## src/rtl/rst_seq_pkg.sv

```systemverilog
// Shared types and default parameters for the reset sequencer.
// Declares the FSM state enum and the counter width helper.
package rst_seq_pkg;

  typedef enum logic [1:0] {
    ST_IDLE    = 2'd0,
    ST_ASSERT  = 2'd1,
    ST_RELEASE = 2'd2,
    ST_FIN     = 2'd3
  } state_e;

  localparam int unsigned DEF_N_OUT    = 4;
  localparam int unsigned DEF_HOLD_CYC = 8;
  localparam int unsigned DEF_GAP_CYC  = 2;

  // The counter has to reach the terminal value itself, so it needs room for max+1 codes.
  function automatic int unsigned cnt_width(input int unsigned hold, input int unsigned gap);
    int unsigned m;
    m = (hold > gap) ? hold : gap;
    return (m < 1) ? 1 : $clog2(m + 1);
  endfunction

endpackage

```

## src/rtl/rst_seq_if.sv

```systemverilog
// Soft-reset request and sequenced reset outputs of rst_seq.
// req is level-sampled on every rising edge; all other signals are registered by the slave.
interface rst_seq_if #(
  parameter int unsigned N_OUT = rst_seq_pkg::DEF_N_OUT
);
  import rst_seq_pkg::*;

  logic             req;
  logic [N_OUT-1:0] rst_n_out;
  logic             busy;
  logic             done;
  state_e           dbg_state;

  modport master (output req, input rst_n_out, busy, done, dbg_state);
  modport slave  (input req, output rst_n_out, busy, done, dbg_state);

endinterface

```

## src/rtl/rst_seq_cnt.sv

```systemverilog
// Shared hold/gap counter: clears on rst, loads 1, counts up, flags the terminal count.
// Loading 1 (not 0) makes the edge that loads it count as the first cycle of the interval.
module rst_seq_cnt #(
  parameter int unsigned W = 4
) (
  input  logic         clk,
  input  logic         rst,
  input  logic         load,
  input  logic         en,
  input  logic [W-1:0] tc,
  output logic         hit
);

  logic [W-1:0] count_q;
  logic [W-1:0] count_d;

  always_comb begin
    count_d = count_q;
    if (load) begin
      count_d = W'(1);
    end else if (en) begin
      count_d = count_q + W'(1);
    end
  end

  always_ff @(posedge clk) begin
    if (rst) begin
      count_q <= '0;
    end else begin
      count_q <= count_d;
    end
  end

  assign hit = (count_q == tc);

endmodule

```

## src/rtl/rst_seq.sv

```systemverilog
// Reset sequencer: holds all downstream resets low, then releases them one by one
// in index order, pulses done, and idles until the next req or block reset.
module rst_seq
  import rst_seq_pkg::*;
#(
  parameter int unsigned N_OUT    = DEF_N_OUT,
  parameter int unsigned HOLD_CYC = DEF_HOLD_CYC,
  parameter int unsigned GAP_CYC  = DEF_GAP_CYC
) (
  input logic      clk,
  input logic      rst,
  rst_seq_if.slave bus
);

  localparam int unsigned   CW       = cnt_width(HOLD_CYC, GAP_CYC);
  localparam int unsigned   IW       = (N_OUT > 1) ? $clog2(N_OUT) : 1;
  localparam logic [IW-1:0] LAST_IDX = IW'(N_OUT - 1);
  localparam logic [CW-1:0] HOLD_TC  = CW'(HOLD_CYC);
  localparam logic [CW-1:0] GAP_TC   = CW'(GAP_CYC);

  state_e           state_q, state_d;
  logic [IW-1:0]    idx_q, idx_d;
  logic [N_OUT-1:0] rst_n_q, rst_n_d;
  logic             busy_q, busy_d;
  logic             done_q, done_d;
  logic             cnt_load, cnt_en, cnt_hit;
  logic [CW-1:0]    cnt_tc;

  assign cnt_tc = (state_q == ST_ASSERT) ? HOLD_TC : GAP_TC;

  rst_seq_cnt #(.W(CW)) u_cnt (
    .clk  (clk),
    .rst  (rst),
    .load (cnt_load),
    .en   (cnt_en),
    .tc   (cnt_tc),
    .hit  (cnt_hit)
  );

  always_comb begin
    state_d  = state_q;
    idx_d    = idx_q;
    rst_n_d  = rst_n_q;
    busy_d   = 1'b1;
    done_d   = 1'b0;
    cnt_load = 1'b0;
    cnt_en   = 1'b0;
    // A request wins in every state, including FIN where it suppresses done.
    if (bus.req) begin
      state_d  = ST_ASSERT;
      idx_d    = '0;
      rst_n_d  = '0;
      cnt_load = 1'b1;
    end else begin
      case (state_q)
        ST_IDLE: begin
          busy_d = 1'b0;
        end
        ST_ASSERT, ST_RELEASE: begin
          if (cnt_hit) begin
            cnt_load       = 1'b1;
            rst_n_d[idx_q] = 1'b1;
            if (idx_q == LAST_IDX) begin
              state_d = ST_FIN;
            end else begin
              state_d = ST_RELEASE;
              idx_d   = idx_q + IW'(1);
            end
          end else begin
            cnt_en = 1'b1;
          end
        end
        ST_FIN: begin
          state_d = ST_IDLE;
          done_d  = 1'b1;
        end
        default: begin
          state_d = ST_ASSERT;
          rst_n_d = '0;
        end
      endcase
    end
  end

  always_ff @(posedge clk) begin
    if (rst) begin
      state_q <= ST_ASSERT;
      idx_q   <= '0;
      rst_n_q <= '0;
      busy_q  <= 1'b1;
      done_q  <= 1'b0;
    end else begin
      state_q <= state_d;
      idx_q   <= idx_d;
      rst_n_q <= rst_n_d;
      busy_q  <= busy_d;
      done_q  <= done_d;
    end
  end

  assign bus.rst_n_out = rst_n_q;
  assign bus.busy      = busy_q;
  assign bus.done      = done_q;
  assign bus.dbg_state = state_q;

endmodule
```

## src/flat_wrapper.sv

```systemverilog
// flat-port wrapper written by rule: the top's interface ports become plain ports
module rst_seq_flat import rst_seq_pkg::*;
#(
  parameter int unsigned N_OUT    = DEF_N_OUT,
  parameter int unsigned HOLD_CYC = DEF_HOLD_CYC,
  parameter int unsigned GAP_CYC  = DEF_GAP_CYC
)
  (clk, rst, bus_req, bus_rst_n_out, bus_busy, bus_done, bus_dbg_state);
  rst_seq_if #(.N_OUT(N_OUT)) bus_i ();
  input logic clk;
  input logic rst;
  input wire logic [$bits(bus_i.req)-1:0] bus_req;
  output wire logic [$bits(bus_i.rst_n_out)-1:0] bus_rst_n_out;
  output wire logic [$bits(bus_i.busy)-1:0] bus_busy;
  output wire logic [$bits(bus_i.done)-1:0] bus_done;
  output wire logic [$bits(bus_i.dbg_state)-1:0] bus_dbg_state;
  assign bus_i.req = bus_req;
  assign bus_rst_n_out = bus_i.rst_n_out;
  assign bus_busy = bus_i.busy;
  assign bus_done = bus_i.done;
  assign bus_dbg_state = bus_i.dbg_state;
  rst_seq #(.N_OUT(N_OUT), .HOLD_CYC(HOLD_CYC), .GAP_CYC(GAP_CYC)) u_core (.clk(clk), .rst(rst), .bus(bus_i));
endmodule
```

## config.mk

```make
export PLATFORM = sky130hd
export DESIGN_NAME = rst_seq_flat
export DESIGN_NICKNAME = d
export VERILOG_FILES = /design/src/rtl/rst_seq_pkg.sv /design/src/rtl/rst_seq_if.sv /design/src/rtl/rst_seq_cnt.sv /design/src/rtl/rst_seq.sv /design/src/flat_wrapper.sv
export SDC_FILE = /design/constraint.sdc
export NUM_CORES = 1
export LEC_CHECK = 0
export ABC_CLOCK_PERIOD_IN_PS = 2100
export BUFFER_PORTS_ARGS = -buffer_cell sky130_fd_sc_hd__buf_2
export CORE_UTILIZATION = 51
export CTS_BUF_LIST = sky130_fd_sc_hd__clkbuf_2
export CTS_CLUSTER_SIZE = 14
export DETAILED_ROUTE_END_ITERATION = 8
export PLACE_DENSITY_LB_ADDON = 0.3
export SYNTH_ARGS = -nofsm -noshare
export SYNTH_HDL_FRONTEND = slang
export SYNTH_HIERARCHICAL = 1
export SYNTH_SLANG_ARGS = --single-unit
```

## constraint.sdc

```tcl
create_clock -name clk -period 2.1 [get_ports clk]
set_input_delay 0.42 -clock clk [delete_from_list [all_inputs] [get_ports clk]]
set_output_delay 0.42 -clock clk [all_outputs]
set_load 0.05 [all_outputs]
```

Word-level counts from Yosys, hierarchy flattened
Cells that the tools add are included.
Storage, ports and cells
  register bits: 14
  bits of input ports: 3
  output and inout bits: 8
  word-level logic and storage cells: 45
Operators by class
  $add $sub $neg: 2
  $lt $le $gt $ge: 2
  equal/unequal tests: 6
  mux-type cells: 16
  bitwise gates (word level): 2
  reduce and logical (&&, ||, !) cells: 10
Operator list (number)
  1-bit two-way mux: 12
  2-bit equality test (second input constant): 3
  2-bit OR reduction: 3
  4-bit by 1-bit adder with 4-bit output (second input constant): 1
  4-bit equality test: 1
  4-bit two-way mux: 1
  4-bit bitwise OR: 1
  2-bit case mux with 2 select lines: 1
  2-bit AND reduction: 2
  2-bit nonzero test: 2
  2-bit by 3-bit less-than comparator with 1-bit output (second input constant): 1
  3-bit AND reduction: 1
  2-bit by 1-bit adder with 2-bit output (second input constant): 1
  1-bit demux with 2-bit select: 1
  2-bit by 1-bit equality test with 1-bit output (second input constant): 1
  2-bit by 1-bit greater-or-equal comparator with 1-bit output (second input constant): 1
  2-bit logical NOT: 1
  2-bit two-way mux: 1
  2-bit by 1-bit != test with 1-bit output (second input constant): 1
  1-bit logical AND: 1
  1-bit NOT: 1

Longest topological paths before layout
  depth after elaboration: 8
  mapped depth: 9
  mapped depth without buffers: 8

Hierarchy
Netlist, hierarchy kept.
Modules (own cells, without submodules)
  rst_seq: instances 1, cells each 52, area an instance 498.0 um^2, sequential area each 200.2 um^2
  rst_seq_cnt: instances 1, cells each 22, area an instance 221.5 um^2, sequential area each 80.1 um^2

Worst setup path after synthesis
OpenSTA, ideal clock, no wires.
  path kind: register to register
  start point: reg u_core.state_q[1], in the netlist u_core/bus.dbg_state[1]
  end point: reg u_core.u_cnt.count_q[3]
  setup time: 0.123 ns
  arrival: 2.385 ns
  data required time: 1.977 ns
  path slack: -0.408 ns
  stages on the path, launching flop included: 10
  cells stage by stage: dfxtp_1 > inv_1 > ha_1 > inv_1 > xor2_1 > nor4_1 > buf_2 > nor3b_1 > nand4_1 > mux2_1
Between the ends
  elaborated cells between the ends (all ways): 12
  classes of those cells: eq/ne (3); mux (7); reduce/logical (2)
RTL lines
  start: declaration: line rst_seq.sv:21  | state_e state_q, state_d;
  start signal: assignment: line rst_seq.sv:93  | state_q <= state_d;
  2-bit by 1-bit equality test with 1-bit output: line rst_seq.sv:29  | assign cnt_tc = (state_q == ST_ASSERT) ? HOLD_TC : GAP_TC;
  4-bit two-way mux: line rst_seq.sv:29
  net u_core.cnt_tc[3]: line rst_seq.sv:27  | logic [CW-1:0] cnt_tc;
  4-bit equality test: line rst_seq_cnt.sv:34  | assign hit = (count_q == tc);
  net u_core.cnt_hit: line rst_seq.sv:26  | logic cnt_load, cnt_en, cnt_hit;
  1-bit two-way mux: line rst_seq.sv:60  | if (cnt_hit) begin
  1-bit two-way mux: line rst_seq.sv:55  | case (state_q)
  1-bit two-way mux: line rst_seq.sv:49  | if (bus.req) begin
  net u_core.cnt_en: line rst_seq.sv:26
  end signal: assignment: line rst_seq_cnt.sv:30  | count_q <= count_d;
  end: declaration: line rst_seq_cnt.sv:14  | logic [W-1:0] count_q;
The timed path passes the listed nets, and every way through them passes these cells.
A chain may end at the register's enable or synchronous reset.

Worst setup path after layout
  start point: reg u_core.state_q[1], in the netlist u_core/bus.dbg_state[1]
  end point: reg u_core.u_cnt.count_q[3]
Between the ends
  longest elaborated chain between the ends: 7
  elaborated cells between the ends (all ways): 12
  classes of those cells: eq/ne (3); mux (7); reduce/logical (2)
RTL lines (line)
  2-bit by 1-bit equality test with 1-bit output: rst_seq.sv:29
  4-bit two-way mux: rst_seq.sv:29
  net u_core.cnt_tc[3]: rst_seq.sv:27
  4-bit equality test: rst_seq_cnt.sv:34
  net u_core.cnt_hit: rst_seq.sv:26
  1-bit two-way mux: rst_seq.sv:60
  1-bit two-way mux: rst_seq.sv:55
  1-bit two-way mux: rst_seq.sv:49
  net u_core.cnt_load: rst_seq.sv:26
  2-bit OR reduction (no source line)
The timed path passes the listed nets, and every way through them passes these cells.

==> summary.md <==
| Metric | Value |
|---|---|
| Die width | between 30 and 40 um |
| Setup bufs post-CTS | 0 |
| CTS root buf | clkbuf_2 |
| Seq/Total Area, Yosys | 39.0% |
| Initial DRC Count | 1 |
| Slowest-stage cell, CP | dfxtp_4 |
| CP Buf/Inv Count | 2 |
| Capturing point of the worst reg2reg path | u_core/u_cnt/count_q[3] |
| CP Capture Type | register |
| Maximum clock frequency | 0.531 GHz |
| Buffers on Ports | 10 |
| Ant. Diodes | 0 |
| Post-Route WL | 1260 um |
| IO Count | 11 |
| Sequential Power Share | 64.2% |
| Worst vdd ir | 0.000306 V |
| Gate Count Post-Synth | 74 |
| Critical Path Fanout Max | 5 |
| Switching portion of total power | 24.1% |
| Unrepaired setup endpoints after global routing | no |
| GRT Residual Overflow | 0 |
| Cell Chain, Critical Path | inv_1 -> ha_1 -> xor2_1 -> nor4_1 -> buf_4 -> a21o_1 -> nor3b_1 -> mux2_1 |
| Sw power | 0.102 mW |
| Seq cells post-synth | 14 |
| Hold EP | u_core/u_cnt/count_q[2] |
| Core Rows | 13 |
| Core Box Area | 0.00130 sq mm |
| Largest net degree at the start of global routing | 9 |
| R2R setup slack | 0.22 ns |
| Synth unique cells | 30 |
| Yosys warnings | 6 |
| CTS clk-pin slew, worst paths | 0.14 ns |
| DRC | 0 |
| Core Util, Final | 63.3% |
| DRT antenna net count | 0 |
| Minimum hold slack | 0.361 ns |
| Mapped Area | 719 sq um |
| Pins Over Slew Limit | 0 |
| CP peak stage delay | 0.39 ns |
| Initial antenna violation count | 0 |
| Top post-synthesis cells by area | dfxtp_1 (39%), ha_1 (16%), xor2_1 (4.9%) |
| Post-synth top area share | slightly below 40% |
| Final Hold Vio Count | 0 |
| Dpl hpwl | 956 um |
| Die area | 0.00156 sq mm |
| Commonest cells post-synth | dfxtp_1 (14), ha_1 (9), nor2_1 (7) |
| Routed vias | 531 |
| Post-synth ARST share | 0% |
| Hold path depth | 2 |
| Worst skew pair latency | ~0.28 ns |
| Routability cong. | between 0.7 and 0.8 |
| Drt pass-1 iters | 2 |
| CP delay by family, top | flip-flops |
| LEAKAGE | 0.381 nW |
| CTS Buf Count | 3 |
| Crit path depth | 8 |
| Final Critical Period | 1.88 ns |
| CTS max path bufs | 2 |
| Setup Skew | 0.0171 ns |
| First-pass GRT wire length | 1940 um |
| CTS Sinks | 14 |
| EDFF count, synth | 0 |
| Area leader, netlist | dfxtp_1 |
| Nets | 102 |
| Vias in the first global route | 473 |
| Die Span Y | 39.6 um |
| Hold/Removal Path Class | in2reg |
| Worst Reg2Reg Path Length in Cells | 8 |
| Worst Path Required | 2.27 ns |
| Area grow syn2layout | 14.4% |
| Starting Density | 55.3% |
| CTS Hold Bufs | 0 |
| Clk network pwr share | between 20 and 30% |
| Total track usage | 19.5% |
| Avg Vias per Cell | 5.11 |
| Startpoint Class | register |
| PD cells | 511 mW/mm^2 |
| # resized after CTS | 0 |
| Status | completed |
| Worst reg2reg startpoint | u_core/bus.dbg_state[1] |
| Main flop type after synthesis | dfxtp_1 |
| Crit share post-route | ~90% |
| Synth Area per Inst | 9.72 sq um |
| Maximum Capacitance Violations | 0 |
| P_int | 0.319 mW |
| Hold Startpoint | rst |
| Setup Crit Path Kind | reg2reg |
| Setup_tns | 0 ns |
| TritonCTS clock tree | done |
| Most frequent cell after synthesis | dfxtp_1 |
| Share of cells above drive strength 1 | 24.7% |
| Arr. time, crit path | 2.05 ns |
| H-tree depth | 1 |
| Combinational power share | around 6.0% |
| WL per Instance | about 12 um |
| Final setup viols | 0 |
[cell usage in the layout (no fill, tap or decap), drive strengths merged, types with 3 or more instances in the layout]
cell	netlist	layout
xor2	4	4
dfxtp	14	14
nand3b	3	3
inv	6	6
nor2	7	7
clkbuf	1	3
a31oi	4	4
ha	9	9
buf	2	13
[worst reg2reg max path: cells and delay by family, from the launching register on]
family                   cells  cell delay [ns]
AO/OA/AOI/OAI                1             0.18
XOR/XNOR                     1             0.14
adder cells (fa/ha/maj)      1             0.21
buffers and inverters        2             0.24
flip-flops                   1             0.39
multiplexers                 1             0.30
AND/OR/NAND/NOR              2             0.32
[flip-flops by register name (all words and copies together), names as in the netlist]
name                  flops
u_core/bus.busy           1
u_core/bus.dbg_state      2
u_core/bus.done           1
u_core/bus.rst_n_out      4
u_core/idx_q              2
u_core/u_cnt/count_q      4
[power by group through the flow]
stage	registers, mW	logic (mW)	clock network, mW
after global routing	0.271	0.0289	0.141
after detailed placement	0.276	0.0254	0
after CTS	0.270	0.0255	0.131
after floorplan	0.275	0.0171	0
final	0.270	0.0254	0.125
after global placement	0.276	0.0249	0
[worst max-delay path by stage]
| stage | end | from |
|---|---|---|
| after floorplan | u_core/u_cnt/count_q[3] | u_core/bus.dbg_state[1] |
| after global placement | u_core/u_cnt/count_q[2] | u_core/bus.dbg_state[1] |
| after detailed placement | u_core/u_cnt/count_q[3] | u_core/bus.dbg_state[1] |
| after CTS | u_core/u_cnt/count_q[3] | u_core/bus.dbg_state[1] |
| after global routing | u_core/u_cnt/count_q[3] | u_core/bus.dbg_state[1] |
| final | u_core/u_cnt/count_q[3] | u_core/bus.dbg_state[1] |
[kinds of logic after synthesis]
family	Yosys count	share of synthesized area [%]
other	1	0.521
DFF	14	39.0
xor gates and xnor gates	6	7.30
muxes	3	5.04
buffers and inverters	9	5.91
AOI/OAI and AO/OA	11	11.1
and+or+nand+nor	21	15.5
adders and majority gates	9	15.7
[layout make-up]
class	instances	area, sq um
multi-input cells	52	405
flip-flops and latches	14	285
well taps	15	18.8
clock inverters	1	3.75
repair buffers	13	72.6
inverters	6	22.5
fillers	116	478
clock buffers	3	15.0
[metal layers]
layer,part of all wire [%],global-route usage [%],vias to the layer above,routed length (um)
met5,0,0,-,0
met4,0,5.17,0,0
met3,4.7,10.2,0,59
met2,48,31.1,10,606
met1,47,22.4,244,590
li1,-,-,277,-
[per-stage QoR]
| step | total power [mW] | area, sq um | worst slack (ns) | cells |
|---|---|---|---|---|
| floorplan | 0.292 | 733 | 0.0791 | 75 |
| global placement | 0.301 | 797 | 0.201 | 99 |
| detailed placement | 0.302 | 797 | 0.129 | 99 |
| CTS | 0.427 | 816 | 0.0738 | 103 |
| global route | 0.441 | 823 | 0.0867 | 104 |
| finish | 0.421 | 823 | 0.218 | 104 |
Note: power is estimated with default switching activity, not from simulation.
